**src/rtl/round_robin_arbiter.sv**
```systemverilog
// Purpose: 8-way round-robin arbiter with a bounded hold time per grant.
// Latency: a grant is visible one cycle after the request is sampled in IDLE; every grant is followed by one IDLE cycle.
// Backpressure: the owner keeps the grant while its request stays high, for at most MAX_HOLD cycles (force-release pulses timeout).
//
// Ports:
//   clk      - single clock, all state updates on the rising edge
//   rst      - synchronous active-high reset
//   req      - request lines, req[k] high = requester k wants the resource
//   gnt      - registered one-hot grant, all-zero when idle
//   gnt_idx  - registered binary index of the current/last granted requester
//   busy     - registered, high while a grant is held
//   timeout  - registered one-cycle pulse when a grant is force-released
module round_robin_arbiter #(
    parameter int MAX_HOLD = 16
) (
    input  logic       clk,
    input  logic       rst,
    input  logic [7:0] req,
    output logic [7:0] gnt,
    output logic [2:0] gnt_idx,
    output logic       busy,
    output logic       timeout
);

    typedef enum logic {
        IDLE  = 1'b0,
        GRANT = 1'b1
    } state_t;

    // Counter value seen during the last permitted grant cycle.
    localparam logic [7:0] HOLD_LAST = 8'(MAX_HOLD - 1);

    state_t     state_q, state_d;
    logic [7:0] gnt_q, gnt_d;
    logic [2:0] idx_q, idx_d;
    logic       busy_q, busy_d;
    logic       timeout_q, timeout_d;
    logic [7:0] cnt_q, cnt_d;
    logic [2:0] ptr_q, ptr_d;

    logic       pick_vld;
    logic [2:0] pick_idx;
    logic [2:0] cand;

    // Search ptr+1, ptr+2, ... (wrapping modulo 8). Iterating from the far
    // end lets the nearest requesting candidate overwrite the others.
    always_comb begin
        pick_vld = 1'b0;
        pick_idx = ptr_q;
        cand     = 3'd0;
        for (int i = 8; i >= 1; i--) begin
            cand = ptr_q + 3'(i);
            if (req[cand]) begin
                pick_vld = 1'b1;
                pick_idx = cand;
            end
        end
    end

    always_comb begin
        state_d   = state_q;
        gnt_d     = gnt_q;
        idx_d     = idx_q;
        busy_d    = busy_q;
        timeout_d = 1'b0;
        cnt_d     = cnt_q;
        ptr_d     = ptr_q;
        case (state_q)
            IDLE: begin
                if (pick_vld) begin
                    state_d = GRANT;
                    idx_d   = pick_idx;
                    gnt_d   = 8'd1 << pick_idx;
                    busy_d  = 1'b1;
                    cnt_d   = 8'd0;
                end
            end
            GRANT: begin
                // A voluntary release wins over a coinciding hold limit, so
                // timeout only pulses when the owner still wanted the grant.
                if (!req[idx_q] || (cnt_q == HOLD_LAST)) begin
                    state_d   = IDLE;
                    gnt_d     = 8'h00;
                    busy_d    = 1'b0;
                    ptr_d     = idx_q;
                    timeout_d = req[idx_q];
                end else begin
                    cnt_d = cnt_q + 8'd1;
                end
            end
            default: state_d = IDLE;
        endcase
    end

    always_ff @(posedge clk) begin
        if (rst) begin
            state_q   <= IDLE;
            gnt_q     <= 8'h00;
            idx_q     <= 3'd0;
            busy_q    <= 1'b0;
            timeout_q <= 1'b0;
            cnt_q     <= 8'd0;
            ptr_q     <= 3'd7;
        end else begin
            state_q   <= state_d;
            gnt_q     <= gnt_d;
            idx_q     <= idx_d;
            busy_q    <= busy_d;
            timeout_q <= timeout_d;
            cnt_q     <= cnt_d;
            ptr_q     <= ptr_d;
        end
    end

    assign gnt     = gnt_q;
    assign gnt_idx = idx_q;
    assign busy    = busy_q;
    assign timeout = timeout_q;

endmodule
```
**config.mk**
```make
export PLATFORM = sky130hd
export DESIGN_NAME = round_robin_arbiter
export DESIGN_NICKNAME = d
export VERILOG_FILES = /design/src/rtl/round_robin_arbiter.sv
export SDC_FILE = /design/constraint.sdc
export NUM_CORES = 1
export LEC_CHECK = 0
export ABC_AREA = 1
export CAP_MARGIN = 10
export CORE_MARGIN = 5
export CORE_UTILIZATION = 45
export DETAILED_ROUTE_END_ITERATION = 8
export PLACE_DENSITY = 0.67
export SYNTH_ARGS = -nofsm -noshare
export SYNTH_HDL_FRONTEND = slang
export SYNTH_SLANG_ARGS = --single-unit
```
**constraint.sdc**
```tcl
create_clock -name clk -period 2.3 [get_ports clk]
set_input_delay 0.23 -clock clk [delete_from_list [all_inputs] [get_ports clk]]
set_output_delay 0.23 -clock clk [all_outputs]
set_load 0.02 [all_outputs]
```
==> results.json, run 1 <==
{
  "yosysWarningCount": 0,
  "drtIter0Drc": 118,
  "first_pass_iters": 4,
  "synth_top_cell_area_share_pct": 27.86,
  "grt.overflow.total": 0,
  "area_growth_pct": 20.89,
  "ys_types": 33,
  "clk_latency_ns": 0.27,
  "cts.sinks": 25,
  "cts_root_buf": "clkbuf_8",
  "cts_tree": "yes",
  "antenna_found_initial": 0,
  "start_kind": "flip-flop",
  "wire_per_inst_um": 12.18,
  "critPathLaunch": "ptr_q[1]$_SDFFE_PP1P_",
  "cp.required_ns": 2.51,
  "place.gp.congestion": 0.9384,
  "ys_ff_latch": 25,
  "clockBufferDepth": 2,
  "grt_pass1_wl_mm": 7.686,
  "ant_nets": 0,
  "synth_area_um2": 1797,
  "power.density_nw_per_um2": 1309,
  "layout_common_cells": "nand2_1, inv_1, nand3_1",
  "synth_top_area_cell": "dfxtp_1",
  "hold_class": "reg -> reg",
  "fin_worst_skew_ns": 0.004590,
  "die_h_um": 73.19,
  "grt_pass1_vias": 1752,
  "tightest_slew_ns": 0.3899,
  "status": "complete, no violations",
  "grt_max_degree": 15,
  "drc": 0,
  "path_cells": "buf_6 > ha_2 > xor2_2 > inv_1 > nand3_2 > nand2_2 > a21oi_1 > nand2_1 > nand2_1 > nand2_1 > nand2_1 > nand2_1 > nand2_4 > nand2_1 > nor2_1 > nor2_1 > nor2_1",
  "dieArea_um2": 5356,
  "row_count": 23,
  "r2r-start": "ptr_q[1]$_SDFFE_PP1P_",
  "cts_buffers": 3,
  "antennaDiodeCount": 0,
  "coreArea_um2": 3943,
  "final_common_cell": "nand2_1",
  "setup_viol": 0,
  "cp_max_fo": 10,
  "power_mw": 2.843,
  "io_pins": 23,
  "power.leakage_nw": 0.9811,
  "maxCapViolCount": 0,
  "place.detailed.hpwl_mm": 3.479,
  "nNetsFinal": 324,
  "nFillCells": 392,
  "crit_top_cell": "nand2_1",
  "start_util_pct": 45.57,
  "fin_crit_ns": 2.057,
  "slew_violations": 0,
  "cp_slowest_cell": "dfxtp_2",
  "port-buffer-count": 22,
  "path_buf_inv": 2,
  "crit_arrival_ns": 2.27,
  "worst_slew_margin_rel_pct": 73.97,
  "avgSynthCellArea_um2": 6.394,
  "num_vias": 1831,
  "max_stage_delay_ns": 0.36,
  "post_cts_buffers": 0,
  "clk_pin_slew_ns": 0.09,
  "cpLargestDelayFamily": "simple AND/OR/NAND/NOR gates",
  "dp_slack_ns": 0.02656,
  "drive_above_1_share_pct": 19.03,
  "timing.final.crit_share_pct": 89.44,
  "stdcell_count": 360,
  "synth_seq_area_share_pct": 27.86,
  "max-vdd-ir-drop_mv": 0.6399,
  "worst_setup_path_end_kind": "flip-flop",
  "htree_levels": 1,
  "synth_area_leaders": "dfxtp_1, nand2_1, nand3_1, inv_1, nand3_2",
  "die-width_um": 73.19,
  "postSynthCellCount": 281,
  "wl_mm": 4.385,
  "syn-num-nets": 294,
  "max_freq_mhz": 486.1,
  "critPathKind": "reg -> reg",
  "hp-start": "gnt[5]$_SDFFE_PP0P_",
  "setup_slack_ns": 0.2430,
  "track_usage_pct": 17.91,
  "finalHoldViolCount": 0,
  "post-place-cells": 356,
  "vias_per_cell": 5.086
}
-- metrics by stage --
step	util [%]	cell area [µm²]	hold slack [ns]	setup TNS [ns]
2_1_floorplan	-	1797	0.2924	0
3_3_place_gp	53.06	2092	0.4535	0
3_5_place_dp	53.06	2092	0.4564	0
4_1_cts	54.21	2137	0.4667	0
5_1_grt	55.09	2172	0.4920	-0.01143
6_report	55.09	2172	0.4664	0
-- metal layers --
layer | share of wire [%] | track usage [%]
met5 | 0 | 0
met3 | 5.6 | 2.066
met1 | 44 | 22.65
met4 | 3.8 | 8.811
met2 | 46 | 29.89
-- cells in the mapped netlist --
cell type      number
nand4_2             1
a21oi_2             2
and3_1              1
nand3_2             9
nor2_2              3
dlygate4sd3_1       1
o22ai_1             2
inv_4               1
nand3_1            28
nand2_4             4
nand2_1            88
xor2_2              1
inv_1              29
buf_6               2
nor3_2              2
and2_1              1
nor2_1             24
a21oi_1            15
nand4_1             2
o21ai_0             4
nor4_1              1
dfxtp_1            25
nand2_2            10
o21ai_1             1
xnor2_1             1
nor3_1              1
buf_4               1
a211oi_1            1
o211ai_1            6
inv_2               9
and2_4              1
o21bai_1            1
ha_1                3
-- repair_timing --
action	in CTS	in global routing
endpoints found under the setup margin	0	14
hold buffers	0	0
resized for setup	0	9
-- report_power, final --
group | switching (mW) | total, mW | internal, mW
registers | 0.0803 | 0.611 | 0.530
clock network | 0.134 | 0.258 | 0.124
logic | 1.25 | 1.97 | 0.726
-- flip-flops by register name (all words and copies together) (netlist names) --
signal,count
gnt,8
ptr_q,3
cnt_q,8
gnt_idx,3
timeout,1
busy,1
state_q,1
-- logic make-up after synthesis --
logic type | synth area share [%]
buffers and inverters | 10.52
flip-flops | 27.86
adder cells (fa/ha/maj) | 2.089
XOR/XNOR | 1.393
AO/OA/AOI/OAI | 10.58
AND/OR/NAND/NOR | 47.56
-- layout make-up --
cell class | instances | area (µm²) | area share [%]
multi-input combinational | 213 | 1132 | 52.13
timing repair buffer | 29 | 280.3 | 12.90
inverter | 39 | 148.9 | 6.855
clock buffer | 4 | 45.04 | 2.074
tap | 50 | 62.56 | 2.880
sequential | 25 | 503.0 | 23.16
-- path summary, 6_finish.rpt --
check | slack, ns | depth (start not counted) | end
max | 0.24 | 17 | gnt[2]$_SDFFE_PP0P_
min | 0.47 | 2 | gnt[5]$_SDFFE_PP0P_
max reg2reg | 0.24 | 17 | gnt[2]$_SDFFE_PP0P_
min reg2reg | 0.47 | 2 | gnt[5]$_SDFFE_PP0P_
-- tightest hold or removal path, cell delays in order (launching register included) --
cell,delay (ns)
dfxtp_1,0.32
nand2_1,0.06
a21oi_1,0.05
Note: power is estimated with default switching activity, not from simulation.
==> run 2, diff against run 1 <==
--- a/config.mk
+++ b/config.mk
@@ -11,6 +11,8 @@
 export CORE_UTILIZATION = 45
 export DETAILED_ROUTE_END_ITERATION = 8
 export PLACE_DENSITY = 0.67
+export SKIP_CTS_REPAIR_TIMING = 1
+export SLEW_MARGIN = 20
 export SYNTH_ARGS = -nofsm -noshare
 export SYNTH_HDL_FRONTEND = slang
 export SYNTH_SLANG_ARGS = --single-unit
==> results of run 2 <==
Same layout as run 1: the final DEF is identical, and so are final timing and power.
==> run 3, diff against run 2 <==
--- a/config.mk
+++ b/config.mk
@@ -7,6 +7,7 @@
 export LEC_CHECK = 0
 export ABC_AREA = 1
 export CAP_MARGIN = 10
+export CORE_ASPECT_RATIO = 2
 export CORE_MARGIN = 5
 export CORE_UTILIZATION = 45
 export DETAILED_ROUTE_END_ITERATION = 8
==> results.json, run 3 (synthesis results as in run 1) <==
{
  "status": "complete, no violations",
  "start_util_pct": 46.26,
  "power.leakage_nw": 0.9967,
  "timing.final.crit_share_pct": 90.00,
  "start_kind": "flip-flop",
  "grt.overflow.total": 0,
  "vias_per_cell": 5.014,
  "post-place-cells": 358,
  "maxCapViolCount": 0,
  "htree_levels": 1,
  "die_h_um": 99.36,
  "setup_viol": 0,
  "fin_worst_skew_ns": 0.006596,
  "hold_class": "reg -> reg",
  "antenna_found_initial": 0,
  "cts.sinks": 25,
  "port-buffer-count": 22,
  "drtIter0Drc": 29,
  "finalHoldViolCount": 0,
  "worst_slew_margin_rel_pct": 82.81,
  "dieArea_um2": 5433,
  "tightest_slew_ns": 0.2555,
  "ant_nets": 0,
  "cp.required_ns": 2.46,
  "grt_pass1_vias": 1782,
  "first_pass_iters": 4,
  "antennaDiodeCount": 0,
  "num_vias": 1815,
  "clockBufferDepth": 2,
  "track_usage_pct": 19.37,
  "power_mw": 2.970,
  "top_layer": "met4",
  "final_common_cell": "nand2_1",
  "wl_met2_mm": 2.891,
  "cts_tree": "yes",
  "cp_max_fo": 10,
  "clk_latency_ns": 0.27,
  "max-vdd-ir-drop_mv": 0.8848,
  "post-route-util_pct": 56.99,
  "grt_pass1_wl_mm": 7.831,
  "wire_per_inst_um": 13.45,
  "timing.setup.tns_ns": 0,
  "wl_mm": 4.868,
  "cts_root_buf": "clkbuf_8",
  "row_count": 32,
  "setup_slack_ns": 0.2299,
  "dr_wl_met3_um": 79,
  "grt_max_degree": 15,
  "die-width_um": 54.68,
  "worst_setup_path_end_kind": "flip-flop",
  "wl_met1_mm": 1.715,
  "cts_buffers": 3,
  "drive_above_1_share_pct": 21.54,
  "nNetsFinal": 325,
  "drc": 0,
  "power.density_nw_per_um2": 1342,
  "dp_slack_ns": 0.04330,
  "coreArea_um2": 3884,
  "rsz0062_at_grt": "false",
  "max_freq_mhz": 483.1,
  "fin_crit_ns": 2.070,
  "area_growth_pct": 23.19,
  "critPathKind": "reg -> reg",
  "place.gp.congestion": 0.8810,
  "layout_common_cells": "nand2_1, inv_1, nand3_1",
  "crit_arrival_ns": 2.23,
  "stdcell_count": 362,
  "io_pins": 23,
  "clk_pin_slew_ns": 0.09,
  "place.detailed.hpwl_mm": 3.994,
  "slew_violations": 0
}
-- run 3: report_power, final --
group / total [mW] / switching, mW / internal, mW / leakage, nW
Sequential: 0.614 / 0.0822 / 0.532 / 0.203
Combinational: 2.10 / 1.34 / 0.762 / 0.768
Clock: 0.256 / 0.135 / 0.121 / 0.0255
-- run 3: cell type report --
cell class / count / area [µm²]
flip-flops and latches: 25 / 504.2
inverters: 39 / 148.9
clock buffers: 3 / 41.29
repair buffers: 30 / 287.8
well taps: 51 / 63.81
multi-input cells: 213 / 1162
fillers: 405 / 1670
clock inverters: 1 / 5.005
-- run 3: stage by stage --
step	hold WS, ns	cell area [µm²]
after global placement	0.4563	2101
after floorplan	0.2924	1797
after global routing	0.5024	2213
final	0.4656	2213
after CTS	0.4708	2147
after detailed placement	0.4585	2101
-- run 3: layer usage --
layer	vias to the layer above	global-route usage [%]
met5	-	0
met4	0	8.061
met3	15	1.349
met2	32	38.41
met1	813	18.26
li1	955	-
-- run 3: final timing paths --
check / end / slack, ns / cells after the start / startpoint
worst min-delay path: gnt[3]$_SDFFE_PP0P_ / 0.47 / 2 / gnt[3]$_SDFFE_PP0P_
worst max register to register: gnt[2]$_SDFFE_PP0P_ / 0.23 / 14 / ptr_q[1]$_SDFFE_PP1P_
worst max-delay path: gnt[2]$_SDFFE_PP0P_ / 0.23 / 14 / ptr_q[1]$_SDFFE_PP1P_
worst min register to register: gnt[3]$_SDFFE_PP0P_ / 0.47 / 2 / gnt[3]$_SDFFE_PP0P_
-- run 3: worst max-delay path, cell delays in order (launching register included) --
cell     delay [ns]
dfxtp_2        0.37
buf_6          0.16
ha_1           0.19
xor2_2         0.19
inv_1          0.10
nand3_1        0.13
nand2_2        0.08
nor2_1         0.11
nand4_2        0.12
nand2_4        0.14
inv_1          0.08
nand2_1        0.10
nor2_1         0.05
nor2_1         0.09
nor2_1         0.05
